## src/rtl/stopwatch_ctrl_pkg.sv

```systemverilog
// rtl/stopwatch_ctrl_pkg.sv - shared types for the stopwatch button sequencer
package stopwatch_ctrl_pkg;

  typedef enum logic [1:0] {
    SW_IDLE,
    SW_RUN,
    SW_LAP,
    SW_STOP
  } sw_state_t;

  typedef logic [3:0] bcd_t;

endpackage

```

## src/rtl/button_debounce.sv

```systemverilog
// rtl/button_debounce.sv - level debouncer emitting a one-cycle press on each accepted rise
module button_debounce
  import stopwatch_ctrl_pkg::*;
#(
  parameter int DEBOUNCE_CYCLES = 1000000,
  parameter int CNT_W           = $clog2(DEBOUNCE_CYCLES + 1)
) (
  input  logic clk,
  input  logic reset,
  input  logic raw,
  output logic press
);

  localparam logic [CNT_W-1:0] CNT_LAST = CNT_W'(DEBOUNCE_CYCLES - 1);

  logic             stable;
  logic [CNT_W-1:0] cnt;

  // The toggle fires on the Nth consecutive differing sample; press is registered with it.
  always_ff @(posedge clk) begin
    if (reset) begin
      stable <= 1'b0;
      cnt    <= '0;
      press  <= 1'b0;
    end else begin
      press <= 1'b0;
      if (raw == stable) begin
        cnt <= '0;
      end else if (cnt == CNT_LAST) begin
        stable <= raw;
        cnt    <= '0;
        press  <= raw;
      end else begin
        cnt <= cnt + 1'b1;
      end
    end
  end

endmodule

```

## src/rtl/stopwatch_ctrl.sv

```systemverilog
// rtl/stopwatch_ctrl.sv - start/stop and lap/clear sequencer with lap snapshot display mux
module stopwatch_ctrl
  import stopwatch_ctrl_pkg::*;
#(
  parameter int DEBOUNCE_CYCLES = 1000000,
  parameter int CNT_W           = $clog2(DEBOUNCE_CYCLES + 1)
) (
  input  logic       clk,
  input  logic       reset,
  input  logic       btn_ss,
  input  logic       btn_lr,
  input  logic [3:0] live_d0,
  input  logic [3:0] live_d1,
  input  logic [3:0] live_d2,
  input  logic [3:0] live_d3,
  output logic       run,
  output logic       clear,
  output logic       lap_active,
  output logic [3:0] disp_d0,
  output logic [3:0] disp_d1,
  output logic [3:0] disp_d2,
  output logic [3:0] disp_d3
);

  logic      ss_p;
  logic      lr_p;
  sw_state_t state;
  sw_state_t state_nxt;
  logic      clear_nxt;
  logic      capture;
  bcd_t      lap_d0;
  bcd_t      lap_d1;
  bcd_t      lap_d2;
  bcd_t      lap_d3;

  button_debounce #(
    .DEBOUNCE_CYCLES(DEBOUNCE_CYCLES),
    .CNT_W          (CNT_W)
  ) u_db_ss (
    .clk  (clk),
    .reset(reset),
    .raw  (btn_ss),
    .press(ss_p)
  );

  button_debounce #(
    .DEBOUNCE_CYCLES(DEBOUNCE_CYCLES),
    .CNT_W          (CNT_W)
  ) u_db_lr (
    .clk  (clk),
    .reset(reset),
    .raw  (btn_lr),
    .press(lr_p)
  );

  always_ff @(posedge clk) begin
    if (reset) begin
      state  <= SW_IDLE;
      clear  <= 1'b0;
      lap_d0 <= '0;
      lap_d1 <= '0;
      lap_d2 <= '0;
      lap_d3 <= '0;
    end else begin
      state <= state_nxt;
      clear <= clear_nxt;
      if (capture) begin
        lap_d0 <= live_d0;
        lap_d1 <= live_d1;
        lap_d2 <= live_d2;
        lap_d3 <= live_d3;
      end
    end
  end

  // Start/stop has priority: a simultaneous lap/clear press is dropped.
  always_comb begin
    state_nxt = state;
    clear_nxt = 1'b0;
    capture   = 1'b0;
    case (state)
      SW_IDLE: begin
        if (ss_p)      state_nxt = SW_RUN;
        else if (lr_p) clear_nxt = 1'b1;
      end
      SW_RUN: begin
        if (ss_p) begin
          state_nxt = SW_STOP;
        end else if (lr_p) begin
          state_nxt = SW_LAP;
          capture   = 1'b1;
        end
      end
      SW_LAP: begin
        if (ss_p)      state_nxt = SW_STOP;
        else if (lr_p) state_nxt = SW_RUN;
      end
      SW_STOP: begin
        if (ss_p) begin
          state_nxt = SW_RUN;
        end else if (lr_p) begin
          state_nxt = SW_IDLE;
          clear_nxt = 1'b1;
        end
      end
      default: state_nxt = SW_IDLE;
    endcase
  end

  assign run        = (state == SW_RUN) || (state == SW_LAP);
  assign lap_active = (state == SW_LAP);

  assign disp_d0 = lap_active ? lap_d0 : live_d0;
  assign disp_d1 = lap_active ? lap_d1 : live_d1;
  assign disp_d2 = lap_active ? lap_d2 : live_d2;
  assign disp_d3 = lap_active ? lap_d3 : live_d3;

endmodule

```

## config.mk

```make
export PLATFORM = sky130hd
export DESIGN_NAME = stopwatch_ctrl
export DESIGN_NICKNAME = d
export VERILOG_FILES = /design/src/rtl/stopwatch_ctrl_pkg.sv /design/src/rtl/button_debounce.sv /design/src/rtl/stopwatch_ctrl.sv
export SDC_FILE = /design/constraint.sdc
export NUM_CORES = 1
export LEC_CHECK = 0
export CAP_MARGIN = 20
export CELL_PAD_IN_SITES_DETAIL_PLACEMENT = 2
export CELL_PAD_IN_SITES_GLOBAL_PLACEMENT = 2
export CORE_ASPECT_RATIO = 2
export CORE_MARGIN = 1.5
export CORE_UTILIZATION = 33
export CTS_BUF_LIST = sky130_fd_sc_hd__clkbuf_8 sky130_fd_sc_hd__clkbuf_16
export DETAILED_ROUTE_END_ITERATION = 6
export PLACE_DENSITY_LB_ADDON = 0.1
export SYNTH_ARGS = -nofsm -noshare
export SYNTH_HDL_FRONTEND = slang
export SYNTH_SLANG_ARGS = --single-unit
```

## constraint.sdc

```tcl
create_clock -name clk -period 2.4 [get_ports clk]
set_input_delay 0.24 -clock clk [delete_from_list [all_inputs] [get_ports clk]]
set_output_delay 0.24 -clock clk [all_outputs]
set_load 0.005 [all_outputs]
```

==> results of run 1 <==
cell usage in the layout (no fill, tap or decap), drive strengths merged, types with 9 or more instances in the layout:
master,netlist,layout
a21oi,33,33
clkbuf,12,10
clkdlybuf4s50,0,38
dfxtp,63,63
inv,9,10
mux2,16,16
nand2,46,46
nand3,18,18
nand4,11,11
nor2,33,33
o21ai,11,11
or3,10,10
xnor2,17,17
xor2,9,9
cell families (layout without fill, tap and decap cells):
family                     after synthesis  after routing  share of synthesized area, %
and+or+nand+nor                        160            160                          27.8
DFF                                     63             63                          42.8
AOI/OAI and AO/OA                       52             52                          9.65
xor gates and xnor gates                26             26                          7.73
buffers and inverters                   24             69                          3.31
muxes                                   16             16                          6.12
adders and majority gates                6              6                          2.55
routing by layer:
| layer | GRT usage, % | up-vias |
|---|---|---|
| met3 | 3.53 | 12 |
| li1 | - | 1311 |
| met1 | 17.9 | 1335 |
| met5 | 0 | - |
| met4 | 8.01 | 0 |
| met2 | 37.8 | 31 |
worst paths after layout:
kind,slack (ns),cells after the start,end,from
setup reg to reg,0.37,4,u_db_lr.cnt[17]$_SDFF_PP0_,u_db_lr.cnt[8]$_SDFF_PP0_
hold reg to reg,0.45,1,u_db_ss.cnt[0]$_SDFF_PP0_,u_db_ss.cnt[0]$_SDFF_PP0_
setup / recovery,0.12,5,disp_d0[1],state[0]$_SDFFE_PP0P_
hold / removal,0.45,1,u_db_ss.cnt[0]$_SDFF_PP0_,u_db_ss.cnt[0]$_SDFF_PP0_
sequential cells by signal, indices dropped and copies added, names as in the netlist:
register and cells:
u_db_lr.cnt 20, u_db_ss.cnt 20, lap_d0 4, lap_d1 4, lap_d2 4, lap_d3 4
state 2, clear 1, u_db_lr.press 1, u_db_lr.stable 1, u_db_ss.press 1, u_db_ss.stable 1
area by class of cell:
cell class	count	area [um2]	share of cell area, %
clock buffers	10	239	6.45
clock inverters	5	26.3	0.709
inverters	9	33.8	0.912
multi-input cells	260	1590	42.8
flip-flops and latches	63	1260	34.1
well taps	100	125	3.38
repair buffers	45	433	11.7
power by group through the flow:
| stage | Clock (mW) | Sequential [mW] | Combinational [mW] |
|---|---|---|---|
| 2_1_floorplan | 0 | 1.08 | 0.0826 |
| 3_3_place_gp | 0 | 1.09 | 0.181 |
| 3_5_place_dp | 0 | 1.09 | 0.186 |
| 4_1_cts | 1.21 | 1.06 | 0.188 |
| 5_1_grt | 1.24 | 1.07 | 0.201 |
| 6_report | 1.17 | 1.06 | 0.184 |
==> results.md, run 1 <==
- Entering global routing, the biggest net connects 20 pins.
- In this run the power density over the cells is 654 nW/um2.
- The flow ran to the end, and the final reports show no timing, DRC or antenna violations.
- 0 antenna diodes ended up in the layout.
- The arrival time of data at the critical path endpoint is around 2 ns.
- 39 I/O pins were placed.
- The number of hold violations in the final report is 0.
- The number of nets in the final layout is 414.
- The H-tree depth reported by CTS is 3.
- The detail route stage leaves a number of antenna-violating nets equal to 0.
- The type of origin of the critical path is a flop.
- In this run the biggest area consumer among cell types represents between 40% and 50% of the synthesized area.
- The part of the total power dissipated in combinational logic is between 7 and 8%.
- The number of global-route vias before repair came to about 2,900.
- For this design, the slowest cell found on the critical path is sky130_fd_sc_hd__clkdlybuf4s50_1.
- The worst hold path belongs to the class flop to flop.
- The cell leakage power is around 1.2 nW.
- The detailed placer's ending HPWL is between 6000 and 7000 um.
- The number of enable flip-flop cells after synthesis is 0.
- The non-filler instance count after layout is roughly 500.
- The first routing iteration left 93 violations.
- In this run the top signal layer used is met4.
- Together, buffers and inverters on the worst path number 3.
- After synthesis the cells add up to 2940 um2.
- After synthesis, flip-flops and latches occupy between 40% and 50% of the total area.
- The post-route total power is 2.42 mW.
- The data required time at the worst endpoint is approximately 2.2 ns.
- The starting density of the core is between 30% and 40%.
- The CTS buffer count is 9.
- TritonCTS built the clock tree.
- The critical path endpoint category is an output port.
- The largest fanout on the critical path is 19.
- The routed metal-1 wirelength is between 3000 and 4000 um.
- The number of vias in the routed layout is between 2,000 and 3,000.
- In this run the deepest clock path goes through 2 buffers.
- Setup repair after global routing left no endpoint under its margin.
- The synthesized netlist contains 37 unique library cells.
- For this block, the routed nets add up to approximately 8500 um of wire.
- By count the netlist is led by sky130_fd_sc_hd__dfxtp_1, sky130_fd_sc_hd__nand2_1, sky130_fd_sc_hd__a21oi_1, sky130_fd_sc_hd__nor2_1, sky130_fd_sc_hd__nand3_1.
- The switching power total is about 0.55 mW.
- Of the cells placed in the final design, the portion with a size suffix greater than 1 is approximately a tenth.
- The proportion of synthesized flip-flops having asynchronous set or reset is 0%.
- The critical path class is flop to output port.
- The CTS root buffer is sky130_fd_sc_hd__clkbuf_16.
- The wire length per cell is between 15 and 20 um.
- The power share of the clock group is roughly half.
- From synthesis to final layout, the design area changed by 25.8%.
- Setup slack closes at ~0.12 ns.
- The floorplan step defined a die boundary enclosing between 9000 and 10,000 um2.
- The final clock skew is ~0.0037 ns.
- The critical path goes through inv_1 -> ha_1 -> buf_4 -> mux2_2 -> clkdlybuf4s50_1.
- After detailed placement, the total cell area comes to 3440 um2.
- The amount of wire on met3 after detailed routing is 192 um.
- In the post-synthesis netlist, the biggest area contributors are sky130_fd_sc_hd__dfxtp_1, sky130_fd_sc_hd__mux2_2, sky130_fd_sc_hd__nand2_1.
- The floorplan has 48 rows.
- The total setup buffers inserted after CTS is 0.
- In this run the standard cell core region covers between 8000 and 9000 um2.
- Of the total power, registers draw 44.0%.
- The first-pass GRT wire length is approximately 14,000 um.
- Post-CTS repair changed the size of 0 cells.
- The remaining routing DRC violations is 0.
- By instance count, the leading cell after synthesis is sky130_fd_sc_hd__dfxtp_1.
- The sink count of the clock tree is 63.
- The worst-margin pin slew is ~0.67 ns.
- The overflow left after global routing is 0.
- Measured along the y axis, the die boundary spans about 140 um.
- The clock slew seen by the registers of the worst setup and hold paths is 0.05 ns.
- After detailed routing, the met2 layer carries approximately 5000 um of wire.
- At the end of the flow the core is filled with cells to ~43%.
- The most used flip-flop cell after synthesis is sky130_fd_sc_hd__dfxtp_1.
- The number of hold buffers added after CTS is 0.
- Adding up every negative setup slack in the final design gives 0 ns.
- The delay of the slowest cell on the worst path is between 0.4 and 0.5 ns.
- The width of the die is approximately 70 um.
- Internal power comes to about 1.9 mW.
- The number of pins exceeding their max-slew limit in the final report is 0.
- The mean cell area of the mapped netlist is ~8.5 um2.
- The total nets after synthesis is ~370.
- Max-cap violations in this run came to 0.
- The count of state elements after synthesis is 63.
- The initial antenna violation count is 0.
- Dividing the final minimum period by the clock period gives a little over nine tenths.
- In this run switching power makes up a little under a quarter of total power.
- The filler cells instantiated in the layout total ~970.
- Synthesis produced about 350 cells.
- The global placer's final weighted congestion is just under 0.8.
- OpenSTA, run right after detailed placement, puts the worst setup slack at between 0.3 and 0.4 ns.
- In the global route stage, overall resource usage came out at 18.8%.
- The maximum resistive drop on vdd is between 300 and 400 uV.
- With fillers left out, the area of the finished cells amounts to approximately 3700 um2.
- The clock period minus final worst setup slack is 2.28 ns.
- The post-detailed-route via-to-cell ratio is roughly 5.5.
- The yosys synthesis warning count is 0.
- Summed over all instances, the cell type with the most area after synthesis is sky130_fd_sc_hd__dfxtp_1.
- The worst slew slack as a fraction of its limit is approximately 55%.
- During placement, the flow inserted port buffers numbering 38.
- The count of TritonRoute iterations in the first routing pass is 4.
- The clock reaches the later pin of the worst-skew pair after approximately 0.34 ns.
- Hold is met by between 0.4 and 0.5 ns.
- On the critical path the largest part of the delay comes from buffers and inverters.
- In this run, placement finished with an instance count of between 400 and 500.
- The highest attainable clock frequency is 0.438 GHz.
- Setup violations remaining at the end of the flow were counted as 0.
Power figures use the tool's default switching activity.
==> inputs of run 2 (changes only) <==
--- a/config.mk
+++ b/config.mk
@@ -11,7 +11,6 @@
 export CORE_ASPECT_RATIO = 2
 export CORE_MARGIN = 1.5
 export CORE_UTILIZATION = 33
-export CTS_BUF_LIST = sky130_fd_sc_hd__clkbuf_8 sky130_fd_sc_hd__clkbuf_16
 export DETAILED_ROUTE_END_ITERATION = 6
 export PLACE_DENSITY_LB_ADDON = 0.1
 export SYNTH_ARGS = -nofsm -noshare
==> results.md, run 2 (synthesis results as in run 1) <==
- The run finished with clean final reports.
- The CTS buffer count is 9 (unchanged).
- The width of the die is 69.8 um (unchanged).
- The starting density of the core is 34.0% (unchanged).
- The worst register-to-register path begins at u_db_lr.cnt[8]$_SDFF_PP0_.
- The cell leakage power came to 1.18 nW (-0.35%).
- The number of pins exceeding their max-slew limit in the final report is 0 (unchanged).
- The critical hold path startpoint is u_db_ss.cnt[0]$_SDFF_PP0_.
- The core area is 8650 um2 (unchanged).
- The critical path class is flop to output port.
- The remaining routing DRC violations is 0 (unchanged).
- The post-detailed-route via-to-cell ratio is 5.47 (about the same).
- The worst slew slack as a fraction of its limit is 55.1% (unchanged).
- The H-tree depth reported by CTS came to 3 (unchanged).
- The detailed router's first-iteration violation count is 93 (unchanged).
- The count of TritonRoute iterations in the first routing pass came to 4 (unchanged).
- The total of max-cap violations is 0 (unchanged).
- The maximum resistive drop on vdd is 370 uV (unchanged).
- The I/O pin total is 39 (unchanged).
- The number of antenna-violating nets in the routed design is 0 (unchanged).
- The number of hold violations in the final report came to 0 (unchanged).
- The largest registers in the layout are u_db_lr.cnt x20, u_db_ss.cnt x20.
- The post-placement setup slack came to 0.396 ns (unchanged).
- The largest fanout on the critical path was 19 (unchanged).
- The worst hold path belongs to the class flop to flop.
- The initial antenna violation count came to 0 (unchanged).
- The hold slack is 0.448 ns (unchanged).
- The data required time at the worst endpoint is 2.16 ns (about the same).
- The total setup buffers inserted after CTS came to 0 (unchanged).
- The number of I/O port buffers is 38 (unchanged).
- Leaving out fill and tap cells, the most frequent cell in the layout is sky130_fd_sc_hd__dfxtp_1.
- The first-pass GRT wire length is 14,000 um (unchanged).
- The post-route total power was 2.43 mW (+0.17%).
- The number of hold buffers added after CTS was 0 (unchanged).
- The register area is 1260 um2 (unchanged).
- The worst-margin pin slew came to 0.672 ns (unchanged).
- The placed instance area is 3440 um2 (unchanged).
- The number of vias in the routed layout is 2,690 (+0.037%).
- The layout-stage area growth over the synthesis result is 25.8% (unchanged).
- In this run the clock root is driven by a sky130_fd_sc_hd__clkbuf_16.
- The total wirelength of the detailed-routed design is 8510 um (about the same).
- The final clock skew is 0.00374 ns (unchanged).
- The multi-input combinational cell area came to 1590 um2 (unchanged).
- The number of core rows is 48 (unchanged).
- The final setup violation count is 0 (unchanged).
- The critical path endpoint category is an output port.
- The clock tree from TritonCTS is built.
- The highest attainable clock frequency was 0.438 GHz (unchanged).
- In this run the worst setup path begins at state[0]$_SDFFE_PP0P_.
- The final worst-path setup slack came to 0.119 ns (unchanged).
- The arrival time of data at the critical path endpoint is 2.04 ns (about the same).
- The number of antenna repair diodes is 0 (unchanged).
- The die outline height is 137 um (unchanged).
- The worst setup path is launched from a flop.
- The global placer's final weighted congestion is 0.768 (unchanged).
- The final design instance area without fill is 3700 um2 (unchanged).
- The library cells used most frequently in the layout, excluding fill and tap cells, are sky130_fd_sc_hd__dfxtp_1, sky130_fd_sc_hd__nand2_1, sky130_fd_sc_hd__clkdlybuf4s50_1.
- The all-layer global routing usage is 18.8% (unchanged).
- The power density relative to cell area is 655 nW/um2 (+0.17%).
- The number of inserted filler cells in the final layout is 967 (unchanged).
- The full die area is 9530 um2 (unchanged).
- The sink count of the clock tree is 63 (unchanged).
- The number of global-route vias before repair was 2,899 (unchanged).
- Setup repair after global routing left no endpoint under its margin.
- The maximum number of pins on one net before global-route repair is 20 (unchanged).
- The number of nets in the final layout was 414 (unchanged).
- The clock period minus final worst setup slack is 2.28 ns (unchanged).
- The sum of negative setup slack is 0 ns (unchanged).
- The ratio of final minimum period to clock period is 95.1% (unchanged).
- The share of cells above drive strength 1 came to 10.2% (unchanged).
- The buffer levels on the longest clock path is 2 (unchanged).
- The worst-skew pair later-pin latency is 0.34 ns (about the same).
- The detailed placer's ending HPWL came to 6190 um (unchanged).
- The number of resized instances in the post-cts repair step is 0 (unchanged).
- The overflow left after global routing was 0 (unchanged).
- The clock slew seen by the registers of the worst setup and hold paths is 0.05 ns (about the same).
- The wire length per cell is 17.3 um (about the same).
## run 2: cell types whose count changed in the layout (fill, tap and decap cells not counted)
| cell | before | now |
|---|---|---|
| sky130_fd_sc_hd__clkbuf_1 | 0 | 1 |
| sky130_fd_sc_hd__inv_1 | 10 | 9 |
## run 2: through the flow
step / utilization (%) / instances
2_1_floorplan: - / 347
4_1_cts: 42.8 / 492
3_3_place_gp: 39.8 / 477
3_5_place_dp: 39.8 / 477
6_report: 42.8 / 492
5_1_grt: 42.8 / 492
## run 2: power breakdown
group / internal, mW / total (mW) / switching (mW)
combinational: 0.104 / 0.184 / 0.0798
clock: 0.714 / 1.18 / 0.463
sequential: 1.06 / 1.06 / 0.00950
total: 1.87 / 2.43 / 0.552
## run 2: area by class of cell
class / instances / share of cell area [%]
well taps: 100 / 3.38
multi-input cells: 260 / 42.8
repair buffers: 45 / 11.7
flip-flops and latches: 63 / 34.1
clock buffers: 11 / 6.55
clock inverters: 4 / 0.608
inverters: 9 / 0.912
## run 2: routing by layer
layer	routed length, um	share of wire [%]	vias up	GRT usage, %
met3	192	2.3	12	3.53
met5	0	0	-	0
met4	170	2.0	0	8.01
met2	5020	59	31	37.8
met1	3130	37	1335	17.9
li1	-	-	1312	-
## run 2: final timing paths
check | slack, ns | endpoint | depth (start not counted)
worst max register to register | 0.37 | u_db_lr.cnt[17]$_SDFF_PP0_ | 4
worst max-delay path | 0.12 | disp_d0[1] | 5
worst min-delay path | 0.45 | u_db_ss.cnt[0]$_SDFF_PP0_ | 1
worst min register to register | 0.45 | u_db_ss.cnt[0]$_SDFF_PP0_ | 1
## run 2: critical path, cell delays in order (launching register included)
cell and delay, ns:
sky130_fd_sc_hd__dfxtp_1 0.34, sky130_fd_sc_hd__inv_1 0.11, sky130_fd_sc_hd__ha_1 0.16, sky130_fd_sc_hd__buf_4 0.26, sky130_fd_sc_hd__mux2_2 0.37, sky130_fd_sc_hd__clkdlybuf4s50_1 0.45
==> inputs of run 3 (changes only) <==
--- a/config.mk
+++ b/config.mk
@@ -13,6 +13,7 @@
 export CORE_UTILIZATION = 33
 export DETAILED_ROUTE_END_ITERATION = 6
 export PLACE_DENSITY_LB_ADDON = 0.1
+export SLEW_MARGIN = 20
 export SYNTH_ARGS = -nofsm -noshare
 export SYNTH_HDL_FRONTEND = slang
 export SYNTH_SLANG_ARGS = --single-unit
==> results of run 3 <==
The final DEF is identical to that of run 2; final timing and power are the same.
